### src/rtl/adder_tree_operand_sequencer.sv
// Serial operand collector and result-capture stage for the 8-operand adder tree.
// Optional running-sum self-check enabled by defining ADDER_TREE_SEQ_CHECK_EN.
module adder_tree_operand_sequencer #(
   parameter int WIDTH         = 7,
   parameter int SETTLE_CYCLES = 2
) (
   input  logic             clk,
   input  logic             rst_n,
   input  logic             abort,
   input  logic             in_valid,
   output logic             in_ready,
   input  logic [WIDTH-1:0] in_data,
   input  logic             in_ci,
   output logic [WIDTH-1:0] op_a,
   output logic [WIDTH-1:0] op_b,
   output logic [WIDTH-1:0] op_c,
   output logic [WIDTH-1:0] op_d,
   output logic [WIDTH-1:0] op_e,
   output logic [WIDTH-1:0] op_f,
   output logic [WIDTH-1:0] op_g,
   output logic [WIDTH-1:0] op_h,
   output logic             op_ci,
   input  logic [WIDTH-1:0] tree_s,
   input  logic             tree_co,
   output logic             res_valid,
   input  logic             res_ready,
   output logic [WIDTH-1:0] res_sum,
   output logic             res_co,
   output logic             chk_err
);

   localparam logic [1:0] ST_FILL   = 2'd0;
   localparam logic [1:0] ST_SETTLE = 2'd1;
   localparam logic [1:0] ST_HOLD   = 2'd2;
   localparam logic [3:0] SETTLE_LOAD = 4'(SETTLE_CYCLES);

   logic [1:0]       r_state;
   logic [2:0]       r_count;
   logic [3:0]       r_settle;
   logic [WIDTH-1:0] r_slot [8];
   logic             r_op_ci;
   logic [WIDTH-1:0] r_res_sum;
   logic             r_res_co;
   logic             r_res_valid;

   logic w_abort_eff;
   logic w_accept;
   logic w_capture;

   // A presented result is never dropped, so abort only acts outside HOLD.
   assign w_abort_eff = abort && (r_state != ST_HOLD);
   assign w_accept    = (r_state == ST_FILL) && in_valid && !abort;
   assign w_capture   = (r_state == ST_SETTLE) && !abort && (r_settle == 4'd1);

   always_ff @(posedge clk or negedge rst_n) begin
      if (!rst_n) begin
         r_state     <= ST_FILL;
         r_count     <= 3'd0;
         r_settle    <= 4'd0;
         r_res_valid <= 1'b0;
      end else if (w_abort_eff) begin
         r_state <= ST_FILL;
         r_count <= 3'd0;
      end else begin
         case (r_state)
            ST_FILL: begin
               if (in_valid) begin
                  r_count <= r_count + 3'd1;
                  if (r_count == 3'd7) begin
                     r_state  <= ST_SETTLE;
                     r_settle <= SETTLE_LOAD;
                  end
               end
            end
            ST_SETTLE: begin
               if (r_settle == 4'd1) begin
                  r_state     <= ST_HOLD;
                  r_res_valid <= 1'b1;
               end else begin
                  r_settle <= r_settle - 4'd1;
               end
            end
            ST_HOLD: begin
               if (res_ready) begin
                  r_state     <= ST_FILL;
                  r_res_valid <= 1'b0;
               end
            end
            default: r_state <= ST_FILL;
         endcase
      end
   end

   always_ff @(posedge clk or negedge rst_n) begin
      if (!rst_n) begin
         for (int i = 0; i < 8; i++) r_slot[i] <= '0;
         r_op_ci <= 1'b0;
      end else if (w_accept) begin
         r_slot[r_count] <= in_data;
         if (r_count == 3'd0) r_op_ci <= in_ci;
      end
   end

   always_ff @(posedge clk or negedge rst_n) begin
      if (!rst_n) begin
         r_res_sum <= '0;
         r_res_co  <= 1'b0;
      end else if (w_capture) begin
         r_res_sum <= tree_s;
         r_res_co  <= tree_co;
      end
   end

`ifdef ADDER_TREE_SEQ_CHECK_EN
   localparam int ACC_W = WIDTH + 3;
   logic [ACC_W-1:0] r_acc;
   logic             r_chk_err;

   always_ff @(posedge clk or negedge rst_n) begin
      if (!rst_n) begin
         r_acc     <= '0;
         r_chk_err <= 1'b0;
      end else begin
         if (w_abort_eff) begin
            r_acc <= '0;
         end else if (w_accept) begin
            if (r_count == 3'd0) r_acc <= ACC_W'(in_data) + ACC_W'(in_ci);
            else                 r_acc <= r_acc + ACC_W'(in_data);
         end
         if (w_capture && (tree_s != r_acc[WIDTH-1:0])) r_chk_err <= 1'b1;
      end
   end

   assign chk_err = r_chk_err;
`else
   assign chk_err = 1'b0;
`endif

   assign in_ready  = (r_state == ST_FILL);
   assign op_a      = r_slot[0];
   assign op_b      = r_slot[1];
   assign op_c      = r_slot[2];
   assign op_d      = r_slot[3];
   assign op_e      = r_slot[4];
   assign op_f      = r_slot[5];
   assign op_g      = r_slot[6];
   assign op_h      = r_slot[7];
   assign op_ci     = r_op_ci;
   assign res_valid = r_res_valid;
   assign res_sum   = r_res_sum;
   assign res_co    = r_res_co;

endmodule

### config.mk
export PLATFORM = sky130hd
export DESIGN_NAME = adder_tree_operand_sequencer
export DESIGN_NICKNAME = d
export VERILOG_FILES = /design/src/rtl/adder_tree_operand_sequencer.sv
export SDC_FILE = /design/constraint.sdc
export NUM_CORES = 1
export LEC_CHECK = 0
export ABC_AREA = 0
export CAP_MARGIN = 20
export CORE_MARGIN = 4
export CORE_UTILIZATION = 43
export CTS_CLUSTER_SIZE = 24
export DETAILED_ROUTE_END_ITERATION = 12
export PLACE_DENSITY = 0.77
export REMOVE_ABC_BUFFERS = 1
export SLEW_MARGIN = 20
export SYNTH_ARGS = -nofsm -noshare
export SYNTH_HDL_FRONTEND = slang
export SYNTH_SLANG_ARGS = --single-unit
### constraint.sdc
create_clock -name clk -period 1.95 [get_ports clk]
set_input_delay 0.2925 -clock clk [delete_from_list [all_inputs] [get_ports clk]]
set_output_delay 0.2925 -clock clk [all_outputs]
set_load 0.05 [all_outputs]
==> reports/results.ini, run 1 <==
[logic_synthesis]
synth_largest_area_cell = dfrtp_1
ys_async_sr_fraction_pct = 100
ys_seq_area_share_pct = 58.7
syn_area_um2 = 3200
syn_inst = 210
ys_warn_count = 0
ys.flop_type = dfrtp_1
synth_top_area_share_pct = 58.7
yosys-top-cells-area = dfrtp_1, mux2_2, mux2_4
synth_cell_types = 33
synth_most_common_cell = dfrtp_1
synth_edf_count = 0
synth_top_cells_by_count = dfrtp_1, mux2_2, mux2_4
ys_seq_elements = 75
syn_area_per_cell_um2 = 15.2

[die]
die_w_um = 94.3
die_area_um2 = 8880
start_util_pct = 44.1
io_pins = 89
rows = 31
core_um2 = 7250
die_h_um = 94.3

[pwr]
p_clk_share_pct = 27.0
seq_power_share_pct = 40.2
pwr-share-comb_pct = 32.8
swShare_pct = 34.2
p_per_area_nw_per_um2 = 1040
internal_power_uw = 3080
p_total_uw = 4680
ir_drop_mv = 0.634
leakage_uw = 0.00211
p_switching_uw = 1600

[detailed_routing]
drc = 0
routed-via-count = 2065
antenna_left = 0
first_iter_violations = 92
wirelength_um = 7000
dr.pass1.iters = 4
routed_via_density = 4.90
wl_per_cell_um = 16.6

[critical_path]
critical_path.max_stage_delay_ns = 0.58
worst_ep_required_time_ns = 2.16
crit_path_start_kind = flip-flop
endpoint_kind = flip-flop
arrival_ns = 2.19
crit_chain = or4b_4 -> or4_4 -> mux2_4
critPathKind = reg -> reg
slowest_stage = or4b_4
crit_path_max_fanout = 7

[outcome]
violations = negative setup slack
status = complete, but fails checks

[global_routing]
grt_overflow_total = 0
grt_pass1_wl_um = 11500
grt_max_degree = 38
antenna_found_initial = 0
track_usage_pct = 16.9
grt_pass1_vias = 2231

[final_layout]
final_util_pct = 62.3
synthToLayoutAreaGrowth_pct = 41.2
final_cells = 421
final_nets = 344
diodes = 0
drive_gt1_share_pct = 33.2

[sta]
maxSlewViolCount = 0
rsz0062_at_grt = true
post-route-period-util_pct = 102
hold_viol = 0
slew-limit-headroom_pct = 64.5
tightest_slew_ns = 0.519
period_needed_ns = 1.98
worst_slack_ns = -0.0299
skew_ns = 0.0105
setup_viol = 20
fmaxAchievable_ghz = 0.505

[cts]
clkLatencyLatePin_ns = 0.33
cts_root_buffer = clkbuf_8
cts.sinks = 75
clkTransAtPathRegs_ns = 0.07
cts_tree = yes
htreeDepth = 3
cts_buffers = 9
clockBufferDepth = 2

[placed_design]
dp.cells = 403
portBuffers = 87
hpwl_um = 5120
dp_slack_ns = -0.395
gp_congestion = 0.770

[min_path]
hold_class = in -> async

[job]
cap_viol_max_count = 0

-- cell type report --
class                           count  area, µm²
Tap cell                           99        124
Clock buffer                       11        131
Inverter                            8       30.0
Fill cell                         591       2740
Sequential cell                    75       1880
Timing Repair Buffer              108       1060
Clock inverter                      4       76.3
Multi-Input combinational cell    116       1220
-- state kept, by name, indices dropped and copies added, names as in the netlist --
signal	cells
res_sum	7
res_valid	1
op_f	7
r_count	3
op_e	7
op_g	7
op_a	7
res_co	1
r_state	2
op_d	7
op_b	7
r_settle	4
op_h	7
op_ci	1
op_c	7
-- repair_timing --
item / 4_1_cts / 5_1_grt
hold endpoints to repair: 34 / 0
endpoints found under the setup margin: 33 / 44
setup buffers: 2 / 0
hold buffers: 1 / 0
resized for setup: 1 / 2
gates cloned: 0 / 0
-- metal layers --
| metal | vias up | GRT usage [%] | share of wire, % |
|---|---|---|---|
| li1 | 971 | - | - |
| met1 | 1033 | 22.6 | 46 |
| met2 | 51 | 26.7 | 48 |
| met3 | 10 | 3.61 | 4.5 |
| met4 | 0 | 6.98 | 1.9 |
| met5 | - | 0 | 0 |
-- stage by stage --
step	hold slack, ns	cell area [µm²]	setup TNS, ns
after floorplan	-0.00309	3120	-1.67
after global placement	0.280	4280	-15.51
after detailed placement	0.283	4280	-15.75
after CTS	0.469	4510	-0.249
after global routing	0.499	4520	-1.33
final	0.460	4520	-0.231
-- power groups by stage --
stage                     clock [µW]  sequential (µW)  combinational (µW)
after floorplan                    0             2580                 295
final                           1260             1880                1540
after global placement             0             1910                1520
after detailed placement           0             1910                1540
after CTS                       1290             1890                1550
after global routing            1350             1910                1600
-- path summary, 6_finish.rpt --
| check | from | end | slack (ns) | cells after the start |
|---|---|---|---|---|
| max | r_state[1] | op_a[6] | -0.03 | 3 |
| min | rst_n | res_sum[6] | 0.46 | 2 |
| max reg2reg | r_state[1] | op_a[6] | -0.03 | 3 |
| min reg2reg | res_sum[4] | res_sum[4] | 0.51 | 1 |
| max in group asynchronous | rst_n | op_f[6] | 0.90 | 3 |
| min in group clk | res_sum[4] | res_sum[4] | 0.51 | 1 |
-- worst max-delay path: cells and delay by family, from the launching register on --
family	cells	cell delay, ns
muxes	1	0.34
and+or+nand+nor	2	1.12
DFF	1	0.40
-- kinds of logic after synthesis --
family                   synth area share [%]
AND/OR/NAND/NOR                          6.30
adder cells (fa/ha/maj)                  1.96
AO/OA/AOI/OAI                            3.48
buffers and inverters                    3.52
flip-flops                               58.7
multiplexers                             26.0
other                                   0.117
-- cells in the final DEF (no fill, tap or decap), types with 2 or more instances in the layout --
cell type | synthesis | routed
buf_12 | 0 | 3
nor2_1 | 3 | 3
clkbuf_8 | 0 | 9
or4_4 | 3 | 3
bufinv_16 | 0 | 2
mux2_2 | 44 | 44
nor3_1 | 2 | 2
clkdlybuf4s50_1 | 0 | 84
nor3b_1 | 4 | 4
a21oi_1 | 2 | 2
buf_4 | 1 | 19
o2bb2ai_1 | 3 | 3
or3_1 | 2 | 2
mux2_4 | 21 | 21
clkbuf_1 | 5 | 2
ha_1 | 5 | 5
and4_1 | 2 | 2
nand2b_1 | 2 | 2
mux2i_1 | 2 | 2
dfrtp_1 | 75 | 75
inv_1 | 7 | 7
o21ai_0 | 4 | 4
nand3_1 | 2 | 2
a31oi_1 | 2 | 2
nand2_1 | 2 | 2
Power figures use the tool's default switching activity.
==> run 2: changes to the inputs <==
Settings changed: ABC_AREA 0 to 1.
==> run 2 against run 1 <==
The run now ends clean; hold slack got worse by 0.087 ns; die area increased by 1.3%; clock skew shrank 0.0025 ns; via count increased by 33%; global-route usage increased by 1.3 points; synthesized cell count is 77% higher; area after synthesis increased by 1.4%; fmax up 6.6%; wire length increased by 11%; sequential share of layout area grew 1.3 points; non-clock buffer count fell by 15; clock power is 13% lower; largest power group is now combinational logic; highest routed layer unchanged.
==> reports/results.ini, run 2 <==
[pwr]
swShare_pct = 43.7  ; +9.4 points
p_switching_uw = 2370  ; +48%
p_clk_share_pct = 20.3  ; -6.7 points
internal_power_uw = 3060  ; -0.65%
seq_power_share_pct = 38.2  ; -2.0 points
leakage_uw = 0.00213  ; +1.1%
pwr-share-comb_pct = 41.5  ; +8.7 points
ir_drop_mv = 0.470  ; -26%
p_per_area_nw_per_um2 = 1240  ; +20%
p_total_uw = 5430  ; +16%

[global_routing]
antenna_found_initial = 0  ; unchanged
grt_max_degree = 47  ; +24%
grt_pass1_wl_um = 12600  ; +9.8%
grt_overflow_total = 0  ; unchanged
grt_pass1_vias = 2604  ; +17%
track_usage_pct = 18.2  ; +1.3 points

[detailed_routing]
dr.pass1.iters = 4  ; unchanged
routed_via_density = 4.86  ; -0.95%
routed-via-count = 2745  ; +33%
drc = 0  ; unchanged
first_iter_violations = 135  ; +47%
wl_per_cell_um = 13.8  ; -17%
wirelength_um = 7790  ; +11%
antenna_left = 0  ; unchanged

[logic_synthesis]
synth_most_common_cell = nand2_1
ys_seq_elements = 75  ; unchanged
syn_area_um2 = 3240  ; +1.4%
ys.flop_type = dfrtp_1
synth_top_cells_by_count = nand2_1, dfrtp_1, o21ai_0
synth_edf_count = 0  ; unchanged
synth_largest_area_cell = dfrtp_1
ys_warn_count = 0  ; unchanged
yosys-top-cells-area = dfrtp_1, nand2_1, o21ai_0
synth_cell_types = 19  ; -42%
syn_inst = 372  ; +77%
ys_seq_area_share_pct = 57.9  ; -0.79 points
syn_area_per_cell_um2 = 8.72  ; -43%
ys_async_sr_fraction_pct = 100  ; unchanged
synth_top_area_share_pct = 57.9  ; -0.79 points

[final_layout]
synthToLayoutAreaGrowth_pct = 35.1
diodes = 0  ; unchanged
final_util_pct = 60.1  ; -2.2 points
final_common_cell = nand2_1
final_cell_mix = nand2_1, clkdlybuf4s50_1, dfrtp_1, o21ai_0, o21ai_1
final_nets = 487  ; +42%
drive_gt1_share_pct = 7.30  ; -26 points
final_cells = 565  ; +34%

[min_path]
hold_class = in -> async

[sta]
setup_viol = 0  ; -100%
rsz0062_at_grt = false
tns_ns = 0  ; +0.231 ns
post-route-period-util_pct = 95.2  ; -6.3 points
fin_hold_ws_ns = 0.373  ; -0.0874 ns
fmaxAchievable_ghz = 0.538  ; +6.6%
hold_viol = 0  ; unchanged
tightest_slew_ns = 0.535  ; +0.0161 ns
maxSlewViolCount = 0  ; unchanged
skew_ns = 0.00797  ; -0.00252 ns
period_needed_ns = 1.86  ; -0.123 ns
slew-limit-headroom_pct = 64.2  ; -0.29 points

[job]
cap_viol_max_count = 0  ; unchanged

[cts]
clkTransAtPathRegs_ns = 0.09  ; +0.02 ns
cts_buffers = 9  ; unchanged
htreeDepth = 3  ; unchanged
clockBufferDepth = 2  ; unchanged
cts.sinks = 75  ; unchanged
cts_hold_buf = 1  ; unchanged
post_cts_buffers = 0  ; -2
clkLatencyLatePin_ns = 0.35  ; +0.02 ns
cts_tree = yes
cts_resized = 0  ; -1
cts_root_buffer = clkbuf_8

[die]
die_h_um = 94.8  ; +0.63%
die_area_um2 = 9000  ; +1.3%
start_util_pct = 44.5  ; +0.37 points
rows = 31  ; unchanged
die_w_um = 94.8  ; +0.63%
io_pins = 89  ; unchanged
core_um2 = 7290  ; +0.53%

[critical_path]
crit_path_start_kind = flip-flop
worstSetupPathDepth = 1  ; -2
crit_path_max_fanout = 2  ; -5
worst_ep_required_time_ns = 1.66  ; -0.50 ns
slowest_stage = clkdlybuf4s50_1
critPathKind = reg -> out
crit_chain = clkdlybuf4s50_1
r2r_end = op_h[1]
endpoint_kind = output port
reg2reg_from = r_state[1]
arrival_ns = 1.56  ; -0.63 ns
path_delay_family = buffers and inverters
critPathBufInv = 1  ; +1
reg2reg_setup_slack_ns = 0.47  ; +0.50 ns
rr_worst_depth = 6  ; +3
critical_path.max_stage_delay_ns = 0.82  ; +0.24 ns

[outcome]
status = finished clean

[placed_design]
hpwl_um = 5670  ; +11%
portBuffers = 87  ; unchanged
dp.cells = 548  ; +36%
gp_congestion = 0.817  ; +6.1%

-- run 2: cell count changes after synthesis, sizes merged, moves of 3 or more --
| cell | before | now |
|---|---|---|
| clkbuf | 5 | 10 |
| inv | 7 | 21 |
| mux2 | 65 | 0 |
| nand2 | 2 | 159 |
| nand3 | 2 | 10 |
| nor2 | 4 | 21 |
| nor3b | 4 | 0 |
| o21ai | 4 | 61 |
| o2bb2ai | 3 | 0 |
| or4 | 3 | 0 |
-- run 2: power by group through the flow --
| stage | Combinational (µW) | Sequential (µW) | Clock, µW |
|---|---|---|---|
| finish | 2250 | 2080 | 1100 |
| global route | 2390 | 2120 | 1200 |
| CTS | 2270 | 2080 | 1130 |
| detailed placement | 2270 | 2110 | 0 |
| global placement | 2220 | 2100 | 0 |
| floorplan | 373 | 3140 | 0 |
-- run 2: layout make-up --
cell class	instances	area (µm²)
clock buffers	9	124
multi-input cells	261	1190
repair buffers	93	923
clock inverters	7	60.1
flip-flops and latches	75	1880
fillers	652	2910
well taps	99	124
inverters	21	78.8
-- run 2: kinds of logic after synthesis --
| kind of cell | share of synthesized area, % |
|---|---|
| xor gates and xnor gates | 0.270 |
| other | 0.116 |
| AOI/OAI and AO/OA | 9.72 |
| DFF | 57.9 |
| buffers and inverters | 5.29 |
| adders and majority gates | 1.93 |
| and+or+nand+nor | 24.8 |
-- run 2: how the worst max path moves through the flow --
| stage | start | slack, ns | endpoint |
|---|---|---|---|
| after floorplan | r_state[1] | -0.13 | op_e[0] |
| after global placement | abort | 0.27 | op_h[1] |
| after detailed placement | abort | 0.20 | op_h[3] |
| after CTS | op_e[4] | 0.08 | op_e[4] |
| after global routing | op_e[4] | 0.03 | op_e[4] |
| final | op_e[4] | 0.09 | op_e[4] |
-- run 2: per-stage QoR --
stage | instance area, µm² | setup WS [ns]
6_report | 4380 | 0.0927
2_1_floorplan | 3150 | -0.130
3_5_place_dp | 4190 | 0.204
4_1_cts | 4380 | 0.0753
3_3_place_gp | 4190 | 0.268
5_1_grt | 4380 | 0.0323
-- run 2: metal layers --
layer  vias up  wire length [µm]  track usage, %  part of all wire [%]
met1      1276              3450            24.2                    44
met2       101              3550            28.8                    46
li1       1353                 -               -                     -
met4         0               156            7.33                   2.0
met3        15               634            4.38                   8.1
met5         -                 0               0                     0
